$ cat config.mk
export PLATFORM = sky130hd
export DESIGN_NAME = multi_debounce
export DESIGN_NICKNAME = d
export VERILOG_FILES = /design/src/rtl/multi_debounce.sv
export SDC_FILE = /design/constraint.sdc
export NUM_CORES = 1
export LEC_CHECK = 0
export ABC_AREA = 1
export BUFFER_PORTS_ARGS = -buffer_cell sky130_fd_sc_hd__buf_2
export CAP_MARGIN = 0
export CELL_PAD_IN_SITES_DETAIL_PLACEMENT = 0
export CELL_PAD_IN_SITES_GLOBAL_PLACEMENT = 1
export CORE_MARGIN = 4
export CORE_UTILIZATION = 39
export CTS_CLUSTER_DIAMETER = 50
export DETAILED_ROUTE_END_ITERATION = 7
export GPL_TIMING_DRIVEN = 0
export PLACE_DENSITY_LB_ADDON = 0.1
export SYNTH_ARGS = -nofsm -noshare
export SYNTH_HDL_FRONTEND = slang
export SYNTH_SLANG_ARGS = --single-unit
$ cat constraint.sdc
create_clock -name clk -period 5.11 [get_ports clk]
set_clock_uncertainty 0.05 [all_clocks]
set_input_delay 0.7665 -clock clk [delete_from_list [all_inputs] [get_ports clk]]
set_output_delay 0.7665 -clock clk [all_outputs]
set_load 0.02 [all_outputs]
$ cat src/rtl/multi_debounce.sv
// rtl/multi_debounce.sv - multi-channel input debouncer with edge pulses and event counters
//
// Purpose: each din bit is synchronised, then qualified by a per-channel FSM
// that only accepts a new level once it has been stable for DLY+1 samples.
// Accepted rising edges are counted per channel (wrap+sticky ovf, or saturate).
//
// Ports:
//   clk    in   1         single clock, rising edge
//   rst    in   1         asynchronous active-high reset
//   din    in   CH        raw bouncing inputs
//   clr    in   1         synchronous clear of cnt/ovf (FSMs untouched)
//   level  out  CH        debounced level
//   rise   out  CH        one-cycle pulse on accepted 0->1
//   fall   out  CH        one-cycle pulse on accepted 1->0
//   cnt    out  CH*CNT_W  event counters, channel i at [i*CNT_W +: CNT_W]
//   ovf    out  CH        sticky counter-wrap flags (0 when SAT=1)
module multi_debounce #(
  parameter int CH    = 4,
  parameter int DLY   = 1048576,
  parameter int DLY_W = 21,
  parameter int CNT_W = 8,
  parameter int SAT   = 0
) (
  input  logic                clk,
  input  logic                rst,
  input  logic [CH-1:0]       din,
  input  logic                clr,
  output logic [CH-1:0]       level,
  output logic [CH-1:0]       rise,
  output logic [CH-1:0]       fall,
  output logic [CH*CNT_W-1:0] cnt,
  output logic [CH-1:0]       ovf
);

  typedef enum logic [1:0] {S_LO, S_CHK_HI, S_HI, S_CHK_LO} state_t;

  localparam logic [DLY_W-1:0] DLY_LAST = DLY_W'(DLY - 1);
  localparam logic [CNT_W-1:0] CNT_MAX  = '1;
  localparam logic [CNT_W-1:0] CNT_ONE  = CNT_W'(1);

  logic [CH-1:0] sync1_q;
  logic [CH-1:0] sync2_q;

  always_ff @(posedge clk or posedge rst) begin
    if (rst) begin
      sync1_q <= '0;
      sync2_q <= '0;
    end else begin
      sync1_q <= din;
      sync2_q <= sync1_q;
    end
  end

  for (genvar i = 0; i < CH; i++) begin : g_ch
    state_t           state_q, state_d;
    logic [DLY_W-1:0] dly_q, dly_d;
    logic             level_q, level_d;
    logic             rise_q, rise_d;
    logic             fall_q, fall_d;
    logic [CNT_W-1:0] cnt_q, cnt_d;
    logic             ovf_q, ovf_d;
    logic             ds;

    assign ds = sync2_q[i];

    always_comb begin
      state_d = state_q;
      // The delay counter is only meaningful in the two check states; any
      // path that does not explicitly advance it falls back to zero.
      dly_d   = '0;
      case (state_q)
        S_LO:     if (ds) state_d = S_CHK_HI;
        S_CHK_HI: begin
          if (!ds)                  state_d = S_LO;
          else if (dly_q == DLY_LAST) state_d = S_HI;
          else                      dly_d = dly_q + 1'b1;
        end
        S_HI:     if (!ds) state_d = S_CHK_LO;
        S_CHK_LO: begin
          if (ds)                   state_d = S_HI;
          else if (dly_q == DLY_LAST) state_d = S_LO;
          else                      dly_d = dly_q + 1'b1;
        end
        default:  state_d = S_LO;
      endcase

      // Outputs are registered from the next state so they line up with it.
      level_d = (state_d == S_HI) || (state_d == S_CHK_LO);
      rise_d  = (state_q == S_CHK_HI) && (state_d == S_HI);
      fall_d  = (state_q == S_CHK_LO) && (state_d == S_LO);

      cnt_d = cnt_q;
      ovf_d = ovf_q;
      if (rise_d) begin
        if (cnt_q != CNT_MAX) begin
          cnt_d = cnt_q + 1'b1;
        end else if (SAT == 0) begin
          cnt_d = '0;
          ovf_d = 1'b1;
        end
      end
      // clr wins over the old value but still counts a coincident rise.
      if (clr) begin
        cnt_d = rise_d ? CNT_ONE : '0;
        ovf_d = 1'b0;
      end
    end

    always_ff @(posedge clk or posedge rst) begin
      if (rst) begin
        state_q <= S_LO;
        dly_q   <= '0;
        level_q <= 1'b0;
        rise_q  <= 1'b0;
        fall_q  <= 1'b0;
        cnt_q   <= '0;
        ovf_q   <= 1'b0;
      end else begin
        state_q <= state_d;
        dly_q   <= dly_d;
        level_q <= level_d;
        rise_q  <= rise_d;
        fall_q  <= fall_d;
        cnt_q   <= cnt_d;
        ovf_q   <= ovf_d;
      end
    end

    assign level[i]                 = level_q;
    assign rise[i]                  = rise_q;
    assign fall[i]                  = fall_q;
    assign cnt[i*CNT_W +: CNT_W]    = cnt_q;
    assign ovf[i]                   = ovf_q;
  end

endmodule
# == Yosys cells after proc, flatten, opt, wreduce, memory -nomap -nowiden ==
# Cells that the tools add are included.
# classes
add_sub_neg,8
n_eq_ne,32
mux,72
n_reduce_logical,28
# op_table
cell,count
$mux W21,12
$pmux W21 S2,4
$mux W8,12
$add A21 B1 Y21 const B,4
$eq A21 B20 Y1 const B,4
$mux W2,24
$add A8 B1 Y8 const B,4
$eq A2 B2 Y1 const B,16
$ne A8 B8 Y1 const B,4
$pmux W2 S4,4
$logic_not A2 Y1,8
$mux W1,16
$eq A2 B1 Y1 const B,4
$logic_and A1 B1 Y1,8
$ne A2 B2 Y1 const B,4
$reduce_and A2 Y1,4
$reduce_bool A2 Y1,4
$logic_or A1 B1 Y1,4
# totals
register_bits,148
word_cells,170

# == Logic depth before layout (Yosys ltp) ==
# depth
ltp_word,8
ltp_mapped,12
mapped_depth_nobuf,12

# == Least setup slack after synthesis ==
# OpenSTA, ideal clock, no wires.
# synth_timing
kind,register to register
startpoint,reg g_ch[0].cnt_q[0]
endpoint,reg g_ch[0].cnt_q[7]
setup_time_ps,117
arrival_time_ps,1464
required_ps,4943
slack_ps,3479
stages_incl_launch_ff,10
path_buffers,0
period_less_slack_ps,1631
cell_sequence,dfrtp_1 -> ha_1 -> nand3_1 -> nor2_1 -> nand2_1 -> nor2_1 -> nand3b_1 -> nor2_1 -> nand2_1 -> nand2_1
# synth_between
elab_chain_cells,4
elab_cells_between_ends,5
classes_between,1 x add/sub; 1 x eq/ne; 3 x mux
# synth_lines
item,line_no,source
"start, declared",60,"logic [CNT_W-1:0] cnt_q, cnt_d;"
"start signal, assigned",124,cnt_q <= cnt_d;
$add A8 B1 Y8 or $ne A8 B8 Y1 (tied branches),"96, 95",
$mux W8 (*),95,if (cnt_q != CNT_MAX) begin
$mux W8 (*),94,if (rise_d) begin
$mux W8 (*),103,if (clr) begin
# Every way passes the cells marked *; elsewhere a longest branch is shown, timed or not. The select of a mux whose other input is x is not followed.
# A chain may end at the register's enable or synchronous reset.

# == Final worst setup path ==
# layout_timing
startpoint,reg g_ch[0].level_q
endpoint,out level[0]
# layout_rtl
item,line_no,source
"start, declared",57,"logic level_q, level_d;"
"start signal, assigned",121,level_q <= level_d;
"end, declared",28,"output logic [CH-1:0] level,"
# No word-level cell between the ends.

==> summary.txt <==
Met2 Wirelength - 7140 um
Mapped Cells - 912
M1 WL - 7760 um
Hold buffer count at CTS - 0
Avg Cell Area, Syn - 8.31 um2
Async SR Flop Fraction - 100%
Clock Latency Late Sink - 0.42 ns
R2r setup slk - 3.25 ns
First-pass GRT wire length - 27100 um
Fillcell total - 1912
DP HPWL - 11100 um
Root buffer cell - clkbuf_16
TritonCTS clock tree - built
Hold Path Stages - 0
Wire length on met3 - 441 um
Die H - 147 um
Worst path max stage delay - 0.43 ns
Tmin final - 1.96 ns
Die ar. - 21700 um2
Worst-margin pin slew - 0.653 ns
Worst Hold Path EP - sync2_q[3]
Core ar. - 18900 um2
Top layer in use - met4
PD cells - 288 nW/um2
Min-delay src - sync1_q[3]
Max Buffers Root-to-Sink - 2
Post-Route Setup TNS - 0 ns
Placed insts - 1227
Pre-antenna DRT Iters - 4
Cells on worst reg2reg path - 9
Reg2reg end - g_ch[1].dly_q[12]
Fmax - 510 MHz
Post-CTS Setup Bufs - 0
Initial antenna violation count - 0
# IOs - 55
Crit. End Element - output pin
Reg2reg start - g_ch[1].dly_q[0]
IO buf count - 54
Die width - 147 um
Drt via density - 4.58
ANT cells - 0
Routed WL - 15500 um
Maximum vdd drop - 0.231 mV
WL/cell - 12.3 um
Top FF cell, synth - dfrtp_1
Final Slew Violations - 0
Pin count of the biggest net entering global routing - 79
Endpoints failing hold - 0
EDFF count, synth - 0
Critical setup path kind - flip-flop to output pin
Unrepaired setup endpoints after global routing - false
Synth-to-Final Area Change - 16.1%
Max Cap Violations - 0
Yosys warns - 0
Number of global-route vias before repair - 5672
H-tree depth - 4
Worst-path maximum fanout - 4
#FFs+latches synth - 147
Period utilisation layout - 38.4%
Min-delay worst type - flip-flop to flip-flop
Setup-failing EPs final - 0
Post-cts sizing count - 0
DRC viols - 0
Ratio of cells with drive above 1 in the final layout - 17.7%
Area of the mapped netlist - 7580 um2
Critical Path Slowest Stage Cell - dfrtp_1
Starting Density - 40.1%
WP data arrival - 1.15 ns
DRT iter0 DRCs - 207
Lkg Pwr - 4.18 nW
Cells along the critical path - buf_4 -> buf_2
ANT nets after route - 0
Sink Count - 147
Crit path required time - 4.29 ns
Row cnt - 50
GRT Total Usage - 15.1%
Nets@finish - 1001
Final Non-Filler Cells - 1259
Slew HR - 56.5%
GP Congestion - 0.760
Clock transition at path regs - 0.07 ns
Total number of vias - 5771
Netlist cell types - 45
CP Launch Type - flip-flop
Num CTS Buffers - 17
Syn Nets - 927
Total grt overflow - 0
Sequential fraction of the synthesis area - 48.5%
Status - complete, no violations
## sequential cells by signal, indices dropped and copies added (netlist names)
name / count
g_ch.dly_q: 84
g_ch.ovf_q: 4
g_ch.level_q: 4
sync2_q: 4
sync1_q: 4
g_ch.rise_q: 4
g_ch.state_q: 7
g_ch.cnt_q: 32
g_ch.fall_q: 4
## layout make-up
| class | instances | area, um2 | share of cell area (%) |
|---|---|---|---|
| sequential | 147 | 3680 | 41.8 |
| multi-input combinational | 626 | 3310 | 37.6 |
| clock buffer | 20 | 447 | 5.07 |
| inverter | 116 | 442 | 5.02 |
| tap | 260 | 325 | 3.69 |
| timing repair buffer | 55 | 298 | 3.38 |
| buffer | 23 | 158 | 1.79 |
| clock inverter | 12 | 148 | 1.68 |
## how the worst max path moves through the flow
stage / from / to / slack, ns / cells after the start
final: g_ch[0].level_q / level[0] / 3.15 / 2
after global routing: g_ch[1].dly_q[0] / g_ch[1].dly_q[18] / 3.04 / 10
after CTS: g_ch[0].level_q / level[0] / 3.12 / 2
after detailed placement: clr / g_ch[3].cnt_q[1] / 3.04 / 5
after global placement: rst / g_ch[1].cnt_q[3] / -1.57 / 2
after floorplan: rst / g_ch[0].cnt_q[0] / 0.34 / 1
## worst max-delay path, delay by kind of cell, from the launching register on
kind,cells,cell delay [ns]
buffers and inverters,2,0.30
DFF,1,0.43
## cell usage in the layout (no fill, tap or decap), types with 4 or more instances in the layout
cell and n:
nand2_1 192, nor2_1 147, dfrtp_1 147, inv_1 105, buf_2 57, nand3_1 48
nor3_1 24, nand4_1 23, a21oi_1 23, xor2_1 22, buf_4 18, o21ai_0 18
clkbuf_16 17, nor2_4 14, xnor2_1 14, o21ai_1 10, nand2_2 9, nor2_2 9
inv_2 8, ha_1 8, o21ai_2 6, nand2_4 5, nor4_1 5, o22ai_1 5
inv_6 5, clkbuf_1 4, nor3_2 4, nand3_2 4, nor3b_1 4, a31oi_1 4
## per-layer routing
| metal | vias to the layer above | GRT usage, % |
|---|---|---|
| li1 | 3058 | - |
| met1 | 2630 | 20.8 |
| met2 | 68 | 24.0 |
| met3 | 15 | 3.31 |
| met4 | 0 | 4.75 |
| met5 | - | 0 |
## cell usage after synthesis, types with 3 or more instances
| library cell | n | area share (%) |
|---|---|---|
| nand2_2 | 9 | 0.74 |
| buf_4 | 18 | 1.8 |
| inv_1 | 106 | 5.2 |
| xnor2_1 | 14 | 1.6 |
| nand4_1 | 23 | 1.9 |
| nor2_4 | 14 | 2.1 |
| nor2_1 | 147 | 7.3 |
| o22ai_1 | 5 | 0.41 |
| o21ai_0 | 18 | 1.2 |
| nand3_2 | 4 | 0.53 |
| xor2_1 | 22 | 2.5 |
| nand2_4 | 5 | 0.74 |
| nand2_1 | 192 | 9.5 |
| o21ai_2 | 6 | 0.69 |
| nand3_1 | 48 | 3.2 |
| nand4_4 | 3 | 0.84 |
| and3_1 | 3 | 0.25 |
| dfrtp_1 | 147 | 49 |
| buf_2 | 3 | 0.20 |
| a31oi_1 | 4 | 0.33 |
| nor2_2 | 9 | 0.74 |
| nor3_2 | 4 | 0.53 |
| inv_2 | 8 | 0.40 |
| nor4_1 | 5 | 0.41 |
| nor3_1 | 24 | 1.6 |
| nor3b_1 | 4 | 0.40 |
| a21oi_1 | 23 | 1.5 |
| o21bai_1 | 3 | 0.30 |
| o21ai_1 | 10 | 0.66 |
| ha_1 | 8 | 1.3 |
## cells by family after synthesis
family          after synthesis  synth area share [%]
simple gates                506                  32.3
buf+inv                     139                  7.84
compound gates               76                  5.84
fa+ha+maj                     8                  1.32
xor+xnor                     36                  4.16
flops                       147                  48.5
## where the power goes
group          internal [W]  leakage (nW)  switching, W
clock network      0.000744         0.284      0.000520
registers           0.00117          2.02    0.00000787
logic             0.0000225          1.88     0.0000669
total               0.00194          4.18      0.000594
## stage by stage
step           hold slack, ns  worst slack, ns  total power, W  instance area [um2]  utilization, %
2_1_floorplan           0.281            0.342         0.00127                 7580               -
3_3_place_gp            0.284            -1.57         0.00129                 8180            43.3
3_5_place_dp            0.288             3.04         0.00130                 8210            43.5
4_1_cts                 0.302             3.12         0.00258                 8800            46.6
5_1_grt                 0.307             3.04         0.00265                 8800            46.6
6_report                0.300             3.15         0.00254                 8800            46.6
Power figures use the tool's default switching activity.
